## config.mk

```make
export PLATFORM = sky130hd
export DESIGN_NAME = logic_op_arbiter
export DESIGN_NICKNAME = d
export VERILOG_FILES = /design/src/rtl/logic_arb_pkg.sv /design/src/rtl/logic_unit.sv /design/src/rtl/logic_op_arbiter.sv
export SDC_FILE = /design/constraint.sdc
export NUM_CORES = 1
export LEC_CHECK = 0
export ABC_AREA = 1
export CAP_MARGIN = 5
export CELL_PAD_IN_SITES_DETAIL_PLACEMENT = 1
export CELL_PAD_IN_SITES_GLOBAL_PLACEMENT = 1
export CORE_MARGIN = 3
export CORE_UTILIZATION = 41
export DETAILED_ROUTE_END_ITERATION = 12
export DONT_BUFFER_PORTS = 1
export GPL_ROUTABILITY_DRIVEN = 0
export PLACE_DENSITY = 0.9
export SETUP_SLACK_MARGIN = 0.05
export SLEW_MARGIN = 25
export SYNTH_ARGS = -nofsm -noshare
export SYNTH_HDL_FRONTEND = slang
export SYNTH_SLANG_ARGS = --single-unit
export TNS_END_PERCENT = 30
```

## constraint.sdc

```tcl
create_clock -name clk -period 1.9 [get_ports clk]
set_input_delay 0.285 -clock clk [delete_from_list [all_inputs] [get_ports clk]]
set_output_delay 0.285 -clock clk [all_outputs]
set_load 0.01 [all_outputs]
```

## src/rtl/logic_arb_pkg.sv

```systemverilog
// Shared opcode/state types and widths for the logic-op arbiter.
package logic_arb_pkg;

   localparam int unsigned OPW      = 3;
   localparam int unsigned RSP_ID_W = 3;

   typedef enum logic [OPW-1:0] {
      OP_AND  = 3'd0,
      OP_OR   = 3'd1,
      OP_XOR  = 3'd2,
      OP_NAND = 3'd3,
      OP_NOR  = 3'd4,
      OP_XNOR = 3'd5,
      OP_NOTA = 3'd6,
      OP_RSVD = 3'd7
   } op_e;

   typedef enum logic {
      ST_IDLE = 1'b0,
      ST_HOLD = 1'b1
   } state_e;

endpackage

```

## src/rtl/logic_unit.sv

```systemverilog
// Combinational bitwise logic unit; the reserved opcode yields zero with err set.
module logic_unit
   import logic_arb_pkg::*;
#(
   parameter int unsigned WIDTH = 8
) (
   input  logic [OPW-1:0]   op,
   input  logic [WIDTH-1:0] a,
   input  logic [WIDTH-1:0] b,
   output logic [WIDTH-1:0] y,
   output logic             err
);

   always_comb begin
      y   = '0;
      err = 1'b0;
      case (op_e'(op))
         OP_AND:  y = a & b;
         OP_OR:   y = a | b;
         OP_XOR:  y = a ^ b;
         OP_NAND: y = ~(a & b);
         OP_NOR:  y = ~(a | b);
         OP_XNOR: y = ~(a ^ b);
         OP_NOTA: y = ~a;
         default: err = 1'b1;
      endcase
   end

endmodule

```

## src/rtl/logic_op_arbiter.sv

```systemverilog
// Arbitrates NUM_REQ requesters onto one logic_unit with a single-entry output register.
// Define LOGIC_ARB_RR_EN for round-robin arbitration; otherwise fixed priority, lowest index first.
module logic_op_arbiter
   import logic_arb_pkg::*;
#(
   parameter int unsigned NUM_REQ = 4,
   parameter int unsigned WIDTH   = 8
) (
   input  logic                     clk,
   input  logic                     rst_n,
   input  logic [NUM_REQ-1:0]       req_valid,
   output logic [NUM_REQ-1:0]       req_ready,
   input  logic [NUM_REQ*OPW-1:0]   req_op,
   input  logic [NUM_REQ*WIDTH-1:0] req_a,
   input  logic [NUM_REQ*WIDTH-1:0] req_b,
   output logic                     rsp_valid,
   input  logic                     rsp_ready,
   output logic [WIDTH-1:0]         rsp_data,
   output logic [RSP_ID_W-1:0]      rsp_id,
   output logic                     rsp_err
);

   localparam int unsigned IDXW = $clog2(NUM_REQ);

   state_e                state_q, state_d;
   logic [WIDTH-1:0]      rsp_data_q, rsp_data_d;
   logic [RSP_ID_W-1:0]   rsp_id_q, rsp_id_d;
   logic                  rsp_err_q, rsp_err_d;

   logic [IDXW-1:0]       base_c;
   logic [IDXW-1:0]       grant_idx_c;
   logic                  found_c;
   logic                  grant_ok_c;
   logic                  transfer_c;
   logic [OPW-1:0]        sel_op_c;
   logic [WIDTH-1:0]      sel_a_c, sel_b_c;
   logic [WIDTH-1:0]      lu_y_c;
   logic                  lu_err_c;

`ifdef LOGIC_ARB_RR_EN
   logic [IDXW-1:0]       ptr_q, ptr_d;

   assign base_c = ptr_q;

   always_comb begin
      ptr_d = ptr_q;
      if (transfer_c) begin
         ptr_d = (grant_idx_c == IDXW'(NUM_REQ - 1)) ? '0 : grant_idx_c + 1'b1;
      end
   end

   always_ff @(posedge clk or negedge rst_n) begin
      if (!rst_n) ptr_q <= '0;
      else        ptr_q <= ptr_d;
   end
`else
   assign base_c = '0;
`endif

   // First valid requester searching upward from base_c, wrapping at NUM_REQ.
   always_comb begin
      int unsigned cand;
      cand        = 0;
      found_c     = 1'b0;
      grant_idx_c = '0;
      for (int unsigned k = 0; k < NUM_REQ; k++) begin
         cand = 32'(base_c) + k;
         if (cand >= NUM_REQ) cand = cand - NUM_REQ;
         if (!found_c && req_valid[IDXW'(cand)]) begin
            found_c     = 1'b1;
            grant_idx_c = IDXW'(cand);
         end
      end
   end

   assign grant_ok_c = (state_q == ST_IDLE) || rsp_ready;
   assign transfer_c = rst_n && grant_ok_c && found_c;

   always_comb begin
      req_ready = '0;
      if (transfer_c) req_ready[grant_idx_c] = 1'b1;
   end

   always_comb begin
      sel_op_c = '0;
      sel_a_c  = '0;
      sel_b_c  = '0;
      for (int unsigned i = 0; i < NUM_REQ; i++) begin
         if (grant_idx_c == IDXW'(i)) begin
            sel_op_c = req_op[i*OPW +: OPW];
            sel_a_c  = req_a[i*WIDTH +: WIDTH];
            sel_b_c  = req_b[i*WIDTH +: WIDTH];
         end
      end
   end

   logic_unit #(.WIDTH(WIDTH)) u_logic_unit (
      .op  (sel_op_c),
      .a   (sel_a_c),
      .b   (sel_b_c),
      .y   (lu_y_c),
      .err (lu_err_c)
   );

   // A transfer always reloads the output register, so HOLD+ready+transfer stays in HOLD.
   always_comb begin
      state_d    = state_q;
      rsp_data_d = rsp_data_q;
      rsp_id_d   = rsp_id_q;
      rsp_err_d  = rsp_err_q;
      case (state_q)
         ST_IDLE: if (transfer_c) state_d = ST_HOLD;
         ST_HOLD: if (rsp_ready && !transfer_c) state_d = ST_IDLE;
      endcase
      if (transfer_c) begin
         rsp_data_d = lu_y_c;
         rsp_id_d   = RSP_ID_W'(grant_idx_c);
         rsp_err_d  = lu_err_c;
      end
   end

   always_ff @(posedge clk or negedge rst_n) begin
      if (!rst_n) begin
         state_q    <= ST_IDLE;
         rsp_data_q <= '0;
         rsp_id_q   <= '0;
         rsp_err_q  <= 1'b0;
      end else begin
         state_q    <= state_d;
         rsp_data_q <= rsp_data_d;
         rsp_id_q   <= rsp_id_d;
         rsp_err_q  <= rsp_err_d;
      end
   end

   assign rsp_valid = (state_q == ST_HOLD);
   assign rsp_data  = rsp_data_q;
   assign rsp_id    = rsp_id_q;
   assign rsp_err   = rsp_err_q;

endmodule

```

### Yosys cells after proc, flatten, opt, wreduce, memory -nomap -nowiden

Cells that the tools add are included.

| storage, ports and cells | value |
|---|---|
| flip-flop bits (word level) | 12 |
| bits in latches | 0 |
| bits in writable memories | 0 |
| memory bits (read-only) | 0 |
| input bits | 83 |
| output and inout bits | 17 |
| word-level logic and storage cells | 65 |
| memories kept | 0 |

| operators by class | value |
|---|---|
| $add $sub $neg | 0 |
| multipliers | 0 |
| divide/modulo/power cells | 0 |
| magnitude comparators | 2 |
| equal/unequal tests | 9 |
| shift-type cells | 0 |
| multiplexer cells | 27 |
| bitwise logic cells | 8 |
| reductions and logical operators | 15 |

Operators with widths:

| cell | number |
|---|---|
| 8-bit 2-to-1 mux | 8 |
| 8-bit one-hot mux with 7 select lines | 1 |
| 8-bit inverter | 4 |
| 3-bit 2-to-1 mux | 4 |
| 3-bit == test, second input constant | 3 |
| 1-bit 2-to-1 mux | 9 |
| 8-bit bitwise AND | 1 |
| 8-bit OR | 1 |
| 8-bit bitwise XOR | 1 |
| 1-bit logical AND | 7 |
| 7-bit OR reduction | 1 |
| 3-bit by 2-bit == test with 1-bit output, second input constant | 2 |
| 2-bit == test, second input constant | 2 |
| 1-bit zero test | 4 |
| 2-bit 2-to-1 mux | 2 |
| 4-bit 2-to-1 mux | 1 |
| 3-bit by 1-bit == test with 1-bit output, second input constant | 1 |
| 3-bit zero test | 1 |
| 2-bit by 3-bit less-than comparator with 1-bit output, second input constant | 1 |
| 1-bit demux with 2-bit select | 1 |
| 2-bit by 1-bit == test with 1-bit output, second input constant | 1 |
| 2-bit by 1-bit greater-or-equal comparator with 1-bit output, second input constant | 1 |
| 2-bit zero test | 1 |
| 1-bit one-hot mux with 2 select lines | 1 |
| 2 further kinds | 2 |

### Longest topological paths before layout

| depth | value |
|---|---|
| word-level depth | 18 |
| gate-level depth with buffers | 17 |
| mapped depth without buffers | 15 |

### Modules after synthesis

A second synthesis with hierarchy kept.

| unflattened totals | value |
|---|---|
| cell total of the unflattened synthesis | 351 |
| area, all modules | 2045.7 um2 |

Modules (own cells, without submodules):

| module | instances | cells an instance | area an instance (um2) | seq. area each (um2) |
|---|---|---|---|---|
| logic_op_arbiter | 1 | 182 | 1122.3 | 300.3 |
| logic_unit | 1 | 169 | 923.4 | 0.0 |

### Worst setup path after synthesis

No wires, ideal clock.

| path | value |
|---|---|
| path kind | input port to flip-flop |
| start point | input port req_valid[3] |
| end point | register rsp_data_q[4] (netlist: rsp_data[4]) |
| arrival time | 1.832 ns |
| required time | 1.781 ns |
| setup slack | -0.050 ns |
| cell stages on the path | 15 |
| path buffers | 1 |
| path through | clkinv_1 > nor2_1 > nand2_2 > inv_2 > clkbuf_1 > a21o_1 > inv_1 > ha_1 > inv_1 > nand4_1 > nand2_1 > nor2_1 > nand2_1 > nand2_1 > nand2_1 |

| on the way | value |
|---|---|
| longest elaborated chain between the ends | 10 |

Ends and longest elaborated chain:

| element | line | source |
|---|---|---|
| start, declared | logic_op_arbiter.sv:11 | `input logic [NUM_REQ-1:0] req_valid,` |
| 1-bit logical AND (*) | logic_op_arbiter.sv:69 | `if (!found_c && req_valid[IDXW'(cand)]) begin` |
| 2-bit 2-to-1 mux | logic_op_arbiter.sv:69 |  |
| 2-bit zero test | logic_op_arbiter.sv:89 | `if (grant_idx_c == IDXW'(i)) begin` |
| 8-bit 2-to-1 mux (4 in a row) | logic_op_arbiter.sv:89 |  |
| 8-bit bitwise XOR, or another cell as far along | logic_unit.sv:20, logic_unit.sv:23 |  |
| 8-bit inverter, on equally long branches | logic_unit.sv:23, logic_unit.sv:21, logic_unit.sv:22 |  |
| 8-bit one-hot mux with 7 select lines | logic_unit.sv:17 | `case (op_e'(op))` |
| end signal, assigned | logic_op_arbiter.sv:130 | `rsp_data_q <= rsp_data_d;` |
| end, declared | logic_op_arbiter.sv:26 | `logic [WIDTH-1:0] rsp_data_q, rsp_data_d;` |

Mark *: on every way between the ends. The rest lies on a longest branch, timed or not.
A chain may end at the register's enable or synchronous reset.

### Final worst setup path

| path | value |
|---|---|
| start point | input port req_valid[3] |
| end point | register rsp_data_q[6] (netlist: rsp_data[6]) |

Same word-level chain as after synthesis.

==> reports/metrics.cfg <==
[place]
placed_cell_area_um2 = 2300
place_ws_ns = -0.167
port_buffers = 0
dp.cells = 436
dp_hpwl_mm = 6.01

[clocking]
cts_tree = yes
cts_max_path_buffers = 2
clk_pin_slew_ns = 0.06
cts_root_buf = clkbuf_8
clock-sinks = 12
clock_latency_ns = 0.24
cts-htree-levels = 1
cts_buffers = 3

[grt]
antenna_found_initial = 0
overflow = 0
grt_util_all_layers_pct = 25.3
grt_pass1_wl_mm = 12.3
grt_pass1_vias = 2611
grt_max_degree = 33

[routing]
viasPerCell = 5.75
first_iter_violations = 147
wirelength_mm = 8.60
drc = 0
avgRoutedWirePerCell_um = 19.2
ant_nets = 0
first_pass_iters = 4
vias = 2569

[setup_path]
start_kind = input port
crit_chain = clkinvlp_4 > nand2_4 > o21ai_4 > buf_12 > nand2_2 > nand3_2 > a21o_1 > buf_6 > ha_2 > inv_1 > nand3_1 > nand2_1 > nor2_1 > nand2_1 > nand2_1 > nand2_1
crit_path_frequent_cell = nand2_1
cp.required_ns = 2.03
path_delay_family = simple AND/OR/NAND/NOR gates
critPathCaptureType = flip-flop
crit_slowest_cell = o21ai_4
setup.worst_path.class = input port to flip-flop
crit_buf_inv = 4
crit_arrival_ns = 2.09
critPathMaxFanout = 7
critPathMaxStageDelay_ns = 0.26

[timing]
maxSlewViolCount = 0
period_share_pct = 103
rsz0062_at_grt = yes
finalHoldViolations = 0
finClkSkew_ns = 0.00616
max_slew_margin_pct = 64.5
period_needed_ns = 1.96
tightest_slew_ns = 0.531
whs_ns = 0.142
fin_setup_tns_ns = -0.0577
fmax_mhz = 511
setup_slack_ns = -0.0577
setup_viol = 1

[flow_run]
maxCapViolCount = 0

[worst_hold_path]
hp-class = input port to flip-flop

[logic_synthesis]
syn_inst = 359
yosysWarnings = 0
ys_seq_elements = 12
ys_seq_area_share_pct = 14.8
synth_area_um2 = 2030
syn_nets = 458
syn_area_per_cell_um2 = 5.65
synth.distinct_cells = 28

[final_layout]
fin_area_um2 = 2630
layout_commonest_cell = nand2_1
layout_common_cells = 108 x nand2_1, 41 x nand4_1, 37 x inv_1, 37 x nand3_1, 30 x buf_4
area_growth_pct = 29.5
drive_above_1_share_pct = 25.1
fin_nets = 482
final_cells = 447
antenna_cells = 0

[floorplanning]
core_area_um2 = 4560
die_h_um = 76.3
start_util_pct = 44.4
io_pins = 100
die-width_um = 76.3
rows = 24
dieArea_um2 = 5830

[power_and_ir_drop]
power_leakage_nw = 1.43
vdd_drop_max_mv = 0.368
power_density_nw_per_um2 = 568

[run_status]
outcome = complete, but fails checks
violations = negative setup slack

## final timing paths
kind,endpoint,cells past startpoint,slack (ns),start
setup / recovery,rsp_data[6],16,-0.06,req_valid[3]
hold / removal,rsp_valid,1,0.14,rsp_ready
setup reg to reg,rsp_err,6,0.55,rsp_valid
hold reg to reg,rsp_data[4],2,0.56,rsp_data[4]
max in group asynchronous,rsp_data[3],1,1.08,rst_n
min in group asynchronous,rsp_id[0],1,0.46,rst_n
## layer usage
layer | GRT usage (%) | wire length (um)
met1 | 29.7 | 3250
met2 | 48.6 | 4760
met4 | 7.07 | 179
met5 | 0 | 0
met3 | 2.01 | 408
## what timing repair did
item,4_1_cts,5_1_grt
pin swaps,1,29
gates cloned,0,1
resized for setup,0,50
hold buffers,1,0
setup buffers,3,2
endpoints found under the setup margin,12,8
hold endpoints to repair,12,0
## area by class of cell
cell class,instances,area (um2)
repair buffers,39,383
well taps,65,81.3
clock buffers,4,55.1
fillers,630,1940
multi-input cells,274,1600
inverters,53,210
flip-flops and latches,12,300
## where the power goes
part | total [mW] | switching [mW] | internal [mW]
clock network | 0.281 | 0.0974 | 0.183
logic | 0.821 | 0.498 | 0.323
registers | 0.389 | 0.0750 | 0.314
total | 1.49 | 0.671 | 0.820
## through the flow
stage                     utilization, %  total power [mW]
after floorplan                        -             0.839
after global placement              50.3              1.01
after global routing                57.5              1.60
final                               57.5              1.49
after CTS                           52.2              1.36
after detailed placement            50.3              1.06
## state kept, by name, indices dropped and copies added (netlist names)
register / flops
rsp_data: 8
rsp_id: 2
rsp_err: 1
rsp_valid: 1
## Yosys cell counts
cell type  number  share of area, %
nor2_2          2              0.62
conb_1          1              0.18
nand3_1        40               9.9
nor4_1          1              0.31
inv_1          45               8.3
clkinv_1        2              0.37
buf_2          12               3.0
o21ai_0         1              0.25
nand4_1        41                13
nand2_2         3              0.93
nand3_2         1              0.49
or2_1           1              0.31
clkbuf_1        3              0.56
inv_2           6               1.1
a21o_1          6               2.2
nor2_4          2               1.1
nor2_1         31               5.7
nor3_1          1              0.25
buf_6           3               1.7
dfrtp_1        12                15
or2_0           1              0.31
a211o_1         1              0.43
buf_4           2              0.74
o211ai_1        1              0.37
o21ai_1         2              0.49
nand2_1       114                21
a21oi_1         8               2.0
ha_1           16               9.9
## cell families after synthesis
| kind of cell | Yosys count | share of synthesized area (%) |
|---|---|---|
| flops | 12 | 14.8 |
| other cells | 1 | 0.185 |
| buf+inv | 73 | 15.7 |
| fa+ha+maj | 16 | 9.87 |
| simple gates | 238 | 53.7 |
| compound gates | 19 | 5.74 |
## worst register-to-register path: cells and delay by family, from the launching register on
family	cells	cell delay [ns]
AOI/OAI and AO/OA	1	0.20
buffers and inverters	3	0.42
DFF	1	0.36
and+or+nand+nor	2	0.25
No activity file was read; power rests on OpenSTA's default activity.
